## src/rtl/periph_tx_buffer.sv

```systemverilog
// Show-ahead TX FIFO between a strobe-only peripheral stage and the host TX arbiter.
// Optional PERIPH_TX_OVF_REPORT_EN: queue a status packet carrying the drops since the last report.
module periph_tx_buffer #(
    parameter int         WIDTH       = 32,
    parameter int         DEPTH       = 16,
    parameter logic [2:0] PERIPH_ADDR = 3'd0
) (
    input  logic                     clk,
    input  logic                     rst,
    input  logic [WIDTH-1:0]         packet_in,
    input  logic                     in_valid,
    input  logic                     flush,
    output logic [WIDTH-1:0]         packet_out,
    output logic                     out_valid,
    input  logic                     out_ready,
    output logic [$clog2(DEPTH):0]   level,
    output logic                     overflow,
    output logic [15:0]              drop_count
);

    localparam int AW = $clog2(DEPTH);

    // Handshake: a packet transfers on a rising edge where out_valid and out_ready are both high.
    logic [WIDTH-1:0] mem [DEPTH];
    logic [AW:0]      wr_ptr;
    logic [AW:0]      rd_ptr;
    logic [AW:0]      rd_ptr_n;
    logic             full;
    logic             pop;
    logic             push;
    logic             drop;
    logic             wr_en;
    logic             status_push;
    logic [WIDTH-1:0] status_word;
    logic [WIDTH-1:0] wr_data;
    logic [WIDTH-1:0] head_n;
    logic [15:0]      drop_count_n;

    assign level     = wr_ptr - rd_ptr;
    assign out_valid = (level != '0);
    assign full      = (level == (AW+1)'(DEPTH));
    assign pop       = out_valid && out_ready;
    assign push      = in_valid && (!full || pop);
    assign drop      = in_valid && full && !pop;
    assign wr_en     = push || status_push;
    assign wr_data   = push ? {PERIPH_ADDR, packet_in[WIDTH-4:0]} : status_word;

`ifdef PERIPH_TX_OVF_REPORT_EN
    logic [15:0] pending;

    assign status_push = !in_valid && (pending != 16'd0) && !full;
    assign status_word = WIDTH'({PERIPH_ADDR, 1'b1, 2'b11, 2'b00, 8'hEE, pending});

    // Tracks drop_count increments since the last status packet was queued.
    always_ff @(posedge clk or negedge rst) begin
        if (!rst) begin
            pending <= 16'd0;
        end else if (flush) begin
            pending <= 16'd0;
        end else if (status_push) begin
            pending <= 16'd0;
        end else if (drop && drop_count != 16'hFFFF) begin
            pending <= pending + 16'd1;
        end
    end
`else
    assign status_push = 1'b0;
    assign status_word = '0;
`endif

    // The written slot becomes the new head only when it is the sole entry after this edge.
    always_comb begin
        rd_ptr_n = rd_ptr;
        if (pop) begin
            rd_ptr_n = rd_ptr + (AW+1)'(1);
        end
        head_n = mem[rd_ptr_n[AW-1:0]];
        if (wr_en && (wr_ptr[AW-1:0] == rd_ptr_n[AW-1:0])) begin
            head_n = wr_data;
        end
        drop_count_n = drop_count;
        if (drop && drop_count != 16'hFFFF) begin
            drop_count_n = drop_count + 16'd1;
        end
    end

    always_ff @(posedge clk) begin
        if (wr_en && !flush) begin
            mem[wr_ptr[AW-1:0]] <= wr_data;
        end
    end

    always_ff @(posedge clk or negedge rst) begin
        if (!rst) begin
            wr_ptr     <= '0;
            rd_ptr     <= '0;
            packet_out <= '0;
            overflow   <= 1'b0;
            drop_count <= 16'd0;
        end else if (flush) begin
            wr_ptr     <= '0;
            rd_ptr     <= '0;
            packet_out <= '0;
            overflow   <= 1'b0;
            drop_count <= 16'd0;
        end else begin
            if (wr_en) begin
                wr_ptr <= wr_ptr + (AW+1)'(1);
            end
            rd_ptr     <= rd_ptr_n;
            packet_out <= head_n;
            drop_count <= drop_count_n;
            if (drop) begin
                overflow <= 1'b1;
            end
        end
    end

endmodule

```

## config.mk

```make
export PLATFORM = sky130hd
export DESIGN_NAME = periph_tx_buffer
export DESIGN_NICKNAME = d
export VERILOG_FILES = /design/src/rtl/periph_tx_buffer.sv
export SDC_FILE = /design/constraint.sdc
export NUM_CORES = 1
export LEC_CHECK = 0
export ABC_CLOCK_PERIOD_IN_PS = 6390
export BUFFER_PORTS_ARGS = -buffer_cell sky130_fd_sc_hd__buf_2
export CORE_MARGIN = 2
export CORE_UTILIZATION = 62
export CTS_CLUSTER_DIAMETER = 50
export CTS_CLUSTER_SIZE = 8
export DETAILED_ROUTE_END_ITERATION = 10
export GPL_TIMING_DRIVEN = 1
export PLACE_DENSITY = 0.86
export SLEW_MARGIN = 20
export SYNTH_ARGS = -nofsm -noshare
export SYNTH_HDL_FRONTEND = slang
export SYNTH_SLANG_ARGS = --single-unit
```

## constraint.sdc

```tcl
create_clock -name clk -period 6.39 [get_ports clk]
set_input_delay 1.917 -clock clk [delete_from_list [all_inputs] [get_ports clk]]
set_output_delay 1.917 -clock clk [all_outputs]
set_load 0.02 [all_outputs]
```

==> results of run 1 <==
[logic make-up (layout without fill, tap and decap cells)]
group,Yosys count,in the layout
xor+xnor,22,22
other cells,1,3
compound gates,475,475
fa+ha+maj,11,11
simple gates,256,256
mux,162,162
flops,520,520
buf+inv,153,295
[synth_stat cells, drive strengths merged (3+ instances only)]
library cell    n
xnor2          13
nand2          36
o32a           27
a21oi          43
nand4           4
inv            11
nand3b          3
buf            42
mux2i          89
o22a           25
o2111ai        26
a2111oi         3
o221ai         29
and4            3
o21a           27
a311oi         28
nand3          34
o22ai         108
a32oi          25
nor2b           4
nor3           44
clkbuf         98
and3            6
or3             8
o21ai         111
o211ai          7
dfrtp          56
edfxtp        464
nor2           71
ha             10
mux2           29
mux4           44
and2           30
xor2            9
nand2b          6
[routing by layer]
layer	up-vias	routed length, um	part of all wire [%]	GRT usage [%]
met5	-	0	0	0
li1	6682	-	-	-
met1	7979	22300	33	45.0
met3	347	10300	15	10.2
met2	1654	31100	46	53.9
met4	0	3670	5.5	20.3
[per-stage QoR]
stage / cells / area (sq um) / hold WS (ps) / util, %
after floorplan: 1602 / 23100 / 523 / -
after global placement: 2071 / 24200 / 475 / 66.0
after detailed placement: 2071 / 24200 / 486 / 66.0
after CTS: 2212 / 26500 / 500 / 72.2
after global routing: 2212 / 26500 / 556 / 72.2
final: 2212 / 26500 / 501 / 72.2
[worst paths after layout]
path | startpoint | endpoint | slack (ps) | cells past startpoint
max | wr_ptr[2]$_DFFE_PN0P_ | out_valid | 830 | 7
min | overflow$_DFFE_PN0P_ | overflow$_DFFE_PN0P_ | 500 | 2
max reg2reg | wr_ptr[2]$_DFFE_PN0P_ | packet_out[2]$_DFF_PN0_ | 1260 | 14
min reg2reg | overflow$_DFFE_PN0P_ | overflow$_DFFE_PN0P_ | 500 | 2
max in group asynchronous | rst | rd_ptr[0]$_DFF_PN0_ | 4200 | 2
min in group asynchronous | rst | packet_out[1]$_DFF_PN0_ | 1540 | 2
[power breakdown]
| part | switching (mW) | leakage, nW | internal, mW |
|---|---|---|---|
| clock network | 1.44 | 1.08 | 2.31 |
| logic | 2.89 | 2.62 | 1.47 |
| registers | 0.0514 | 4.99 | 3.89 |
| total | 4.39 | 8.70 | 7.68 |
[layout by cell type, fill, tap and decap left out, types with 26 or more instances in the layout]
cell type	instances
edfxtp_1	464
o21ai_0	111
o22ai_1	107
mux2i_1	89
buf_2	85
clkbuf_16	78
nor2_1	62
clkbuf_1	54
dfrtp_1	54
buf_4	53
mux4_2	44
a21oi_1	42
nor3_1	36
nand2_1	35
nand3_1	34
mux2_2	29
and2_1	29
o221ai_1	29
o21a_1	27
o32a_1	27
o2111ai_1	26
[flip-flops by register name, summed over array words and instances (netlist names)]
name and flops:
drop_count 16, mem 464, overflow 1, packet_out 29, rd_ptr 5, wr_ptr 5
[layout make-up]
cell class / count / area share [%]
Clock buffer: 135 / 8.28
Timing Repair Buffer: 141 / 3.33
Clock inverter: 6 / 0.255
Sequential cell: 520 / 57.9
Multi-Input combinational cell: 929 / 27.9
Tap cell: 468 / 2.21
Inverter: 13 / 0.184
[worst max-delay path, stage by stage (launching register included)]
cell and delay, ps:
dfrtp_1 870, ha_1 410, a21oi_1 240, a211o_1 260
a2bb2oi_2 80, buf_4 200, inv_2 650, buf_2 310
==> key figures, run 1 <==
Outcome
  • Status: finished clean

Layout
  • Layout Nets: 1729
  • Area of the multi-input gates: 0.00739 sq mm
  • Fillers: 2075
  • Share of cells above drive strength 1: 20.0%
  • Inserted Diodes: 0
  • FF/Latch Area: 0.0153 sq mm
  • Area grow syn2layout: 14.6%

Place
  • Final GP Congestion: 0.798
  • Post-place setup slack: 1320 ps
  • Port Buffers: 85
  • Post-DP HPWL: 34500 um

Logic synthesis
  • Dominant cells by area after synthesis: edfxtp_1, dfrtp_1, mux4_2
  • Post-synth EDFFs: 464
  • Yosys reg bits: 520
  • Mean Syn Cell Area: 14.5 sq um
  • Synth cell types: 63
  • Main flop type after synthesis: edfxtp_1
  • Synth area leader: edfxtp_1
  • XOR/XNOR Fraction of Synth Area: 0.833%
  • Synth Area in Compound Gates: 14.6%
  • Yosys warnings: 0
  • Mapped Cells: 1600
  • Top cell type's share of synthesized area: 60.2%
  • Adder-cell share of the synthesized area: 0.627%
  • Simple-gate share of the synthesized area: 5.43%
  • Mux contribution to synthesized area: 9.54%
  • Seq/Total Area, Yosys: 66.3%
  • Asr flop ratio synth: 10.8%
  • Synthesized cell area: 0.0231 sq mm
  • Largest family of logic cells by synthesized area: compound AO/OA/AOI/OAI gates

Setup path
  • Worst Setup Path Type: reg -> out
  • Worst path arrival time: 3640 ps
  • Data required, critical path: 4470 ps
  • Crit end category: primary output
  • Startpoint types: register
  • Crit-path max FO: 33

Global route
  • Vias in the first global route: 17.2k
  • First-pass GRT wire length: 101000 um
  • Initial antenna violation count: 0
  • GRT Overall Usage: 35.1%
  • Grt total ovfl: 0
  • Largest net degree at the start of global routing: 73

STA
  • Setup_tns: 0 ps
  • RSZ-0062 raised after global routing: no
  • Fin crit period: 5560 ps
  • Clock Skew: 14.7 ps
  • Final worst slack: 829 ps
  • Max-slew violations: 0
  • Final setup violation count: 0
  • Fmax: 180 MHz
  • Hold Vio Cnt, Final: 0
  • Tcrit/Tclk final: 87.0%
  • Slew of the pin with the lowest slew margin: 1150 ps
  • Slew headroom: 23.4%

Routing
  • WL/cell: 30.4 um
  • Drt pass-1 iters: 7
  • Vias: 16.7k
  • Via/cell ratio: 7.53
  • Final wirelength: 67300 um
  • Initial drt markers: 2381
  • DRT antenna net count: 0
  • DRC errors left: 0

Floorplan
  • IO Count: 92
  • Rows: 70
  • Die W: 197 um
  • DIE AREA: 0.0389 sq mm
  • Die Height: 197 um
  • Starting Density: 63.1%
  • Area of the core: 0.0367 sq mm

Power and ir drop
  • Pwr/cell area: 455 mW/mm^2
  • VDD IR-drop max: 0.344 mV
  • Leakage power: 8.70 nW
  • Overall Power: 12.1 mW

CTS
  • CTS buffer count: 76
  • Clock network latency to the later pin of the worst-skew pair: 590 ps
  • CTS Hold Bufs: 0
  • Clock Tree Root: clkbuf_16
  • Post-CTS Setup Repair Bufs: 0
  • Clock buffer depth: 3
  • CTS tree: built
  • Number of gates resized after CTS: 0
  • CTS sink count: 520
  • H-Tree Depth: 3
  • Clock transition at path regs: 50 ps

Hold path
  • HP Class: reg -> reg

Flow run
  • Maximum capacitance violations: 0
Note: power is estimated with default switching activity, not from simulation.
==> run 2, diff against run 1 <==
--- a/config.mk
+++ b/config.mk
@@ -9,10 +9,10 @@
 export BUFFER_PORTS_ARGS = -buffer_cell sky130_fd_sc_hd__buf_2
 export CORE_MARGIN = 2
-export CORE_UTILIZATION = 62
+export CORE_UTILIZATION = 25
 export CTS_CLUSTER_DIAMETER = 50
 export CTS_CLUSTER_SIZE = 8
 export DETAILED_ROUTE_END_ITERATION = 10
 export GPL_TIMING_DRIVEN = 1
-export PLACE_DENSITY = 0.86
+export PLACE_DENSITY = 0.45
 export SLEW_MARGIN = 20
 export SYNTH_ARGS = -nofsm -noshare
==> constraint.sdc (replaced) <==
create_clock -name clk -period 6.39 [get_ports clk]
set_input_delay 0 -clock clk [delete_from_list [all_inputs] [get_ports clk]]
set_output_delay 0 -clock clk [all_outputs]
set_load 0.02 [all_outputs]
==> key figures, run 2 (same netlist as run 1, synthesis figures left out) <==
Routing
  • DRT antenna net count: 0
  • Via/cell ratio: 5.21
  • Drt pass-1 iters: 5
  • WL/cell: 25.4 um
  • Initial drt markers: 1222
  • Final wirelength: 75400 um
  • DRC errors left: 0
  • Vias: 15.4k

CTS
  • CTS tree: built
  • Number of gates resized after CTS: 0
  • Clock buffer depth: 3
  • CTS buffer count: 80
  • Clock network latency to the later pin of the worst-skew pair: 630 ps
  • CTS sink count: 520
  • Clock transition at path regs: 50 ps
  • H-Tree Depth: 3
  • Clock Tree Root: clkbuf_16

Layout
  • Area of the multi-input gates: 0.00741 sq mm
  • Fillers: 9088
  • Area grow syn2layout: 20.6%
  • Most common cell after layout, fill and taps aside: edfxtp_1
  • Share of cells above drive strength 1: 20.3%
  • Non-Filler Instances: 2965
  • FF/Latch Area: 0.0153 sq mm
  • Fin area: 0.0279 sq mm
  • Layout Nets: 1766
  • Most frequent cells in the layout: edfxtp_1, o21ai_0, o22ai_1, mux2i_1, buf_2
  • Largest register FFs: 464

STA
  • Clock Skew: 31.9 ps
  • Hold Vio Cnt, Final: 0
  • Setup_tns: 0 ps
  • RSZ-0062 raised after global routing: no
  • Tcrit/Tclk final: 79.6%
  • Slew of the pin with the lowest slew margin: 1160 ps
  • Slew headroom: 22.3%
  • Final worst slack: 1300 ps
  • Fmax: 197 MHz
  • Fin crit period: 5090 ps
  • Final setup violation count: 0
  • Hold_ws: 15.0 ps
  • Max-slew violations: 0

Power and ir drop
  • Clock share of power: 32.5%
  • Pwr/cell area: 446 mW/mm^2
  • Seq pwr share: 31.8%
  • Logic pwr share: 35.7%
  • Int Pwr: 7.85 mW
  • Leakage power: 8.91 nW
  • VDD IR-drop max: 0.309 mV
  • Net Sw Power: 4.59 mW
  • Switching share of power: 36.9%

Setup path
  • Data required, critical path: 6860 ps
  • CP Buf/Inv Count: 2
  • Flop-to-flop setup slack: 1300 ps
  • WP depth: 11
  • Crit end category: register
  • Crit-path slowest cell: dfrtp_1
  • Worst path arrival time: 5550 ps
  • Cell family with most CP delay: compound AO/OA/AOI/OAI gates
  • Reg2reg end: packet_out[2]$_DFF_PN0_
  • Worst path cell trace: ha_1, a21oi_1, a211o_1, a2bb2oi_2, buf_4, nor2_4, o31a_2, buf_4, o22ai_1, o21a_1, a311oi_1
  • Worst Setup Path Type: reg -> reg
  • Reg2reg start: wr_ptr[2]$_DFFE_PN0P_
  • Most used cell, CP: buf_4
  • Startpoint types: register
  • Worst R2R Path Depth: 11
  • Crit-path max FO: 30
  • Max incr delay on CP: 920 ps

Hold path
  • HP Class: in -> async

Place
  • Port Buffers: 85
  • Dpl cells: 2791
  • Post-place setup slack: 1340 ps
  • Post-DP HPWL: 42400 um
  • Placed cell area: 0.0252 sq mm
  • Final GP Congestion: 0.749

Global route
  • GRT Overall Usage: 15.7%
  • Largest net degree at the start of global routing: 76
  • Vias in the first global route: 16.0k
  • Initial antenna violation count: 2
  • First-pass GRT wire length: 108000 um
  • Grt total ovfl: 0

Floorplan
  • Die Height: 308 um
  • Area of the core: 0.0917 sq mm
  • Rows: 111
  • DIE AREA: 0.0950 sq mm
  • Die W: 308 um
  • IO Count: 92
  • Starting Density: 25.2%

Outcome
  • Status: finished clean

Flow run
  • Maximum capacitance violations: 0
[run 2: power by group through the flow]
stage               sequential [mW]  clock, mW  combinational [mW]
global placement               4.02          0                4.37
CTS                            3.96       4.12                4.46
finish                         3.96       4.04                4.45
detailed placement             4.02          0                4.43
floorplan                      4.08          0                2.79
global route                   3.96       4.26                4.75
[run 2: worst max-delay path by stage]
stage                                    endpoint                  start
after floorplan              mem[10][0]$_DFFE_PP_  wr_ptr[0]$_DFFE_PN0P_
after global placement    packet_out[2]$_DFF_PN0_  wr_ptr[2]$_DFFE_PN0P_
after detailed placement  packet_out[2]$_DFF_PN0_  wr_ptr[2]$_DFFE_PN0P_
after CTS                 packet_out[2]$_DFF_PN0_  wr_ptr[2]$_DFFE_PN0P_
after global routing      packet_out[2]$_DFF_PN0_  wr_ptr[2]$_DFFE_PN0P_
final                     packet_out[2]$_DFF_PN0_  wr_ptr[2]$_DFFE_PN0P_
[run 2: worst register-to-register path: cells and delay by family (launching register included)]
family	cells	cell delay (ps)
AO/OA/AOI/OAI	7	2060
adder cells (fa/ha/maj)	1	410
buffers and inverters	2	750
flip-flops	1	920
AND/OR/NAND/NOR	1	780
[run 2: area by class of cell]
type | instances | share of cell area (%)
Antenna cell | 2 | 0.0179
Tap cell | 1186 | 5.32
Clock inverter | 14 | 0.847
Timing Repair Buffer | 174 | 4.22
Inverter | 13 | 0.175
Sequential cell | 520 | 55.0
Clock buffer | 127 | 7.91
Multi-Input combinational cell | 929 | 26.6
[run 2: metrics by stage]
stage,power [mW],util (%)
6_report,12.4,30.5
2_1_floorplan,6.87,-
3_5_place_dp,8.44,27.4
5_1_grt,13.0,30.4
3_3_place_gp,8.39,27.4
4_1_cts,12.5,30.4
[run 2: what timing repair did]
item                      CTS  global route
buffers inserted            0             0
hold buffers               31             0
hold endpoints to repair  167             0
[run 2: per-layer routing]
metal	wire, um	global-route usage [%]
met5	16	0
met2	36700	26.3
met4	1840	5.33
met3	4560	2.88
met1	32300	20.3
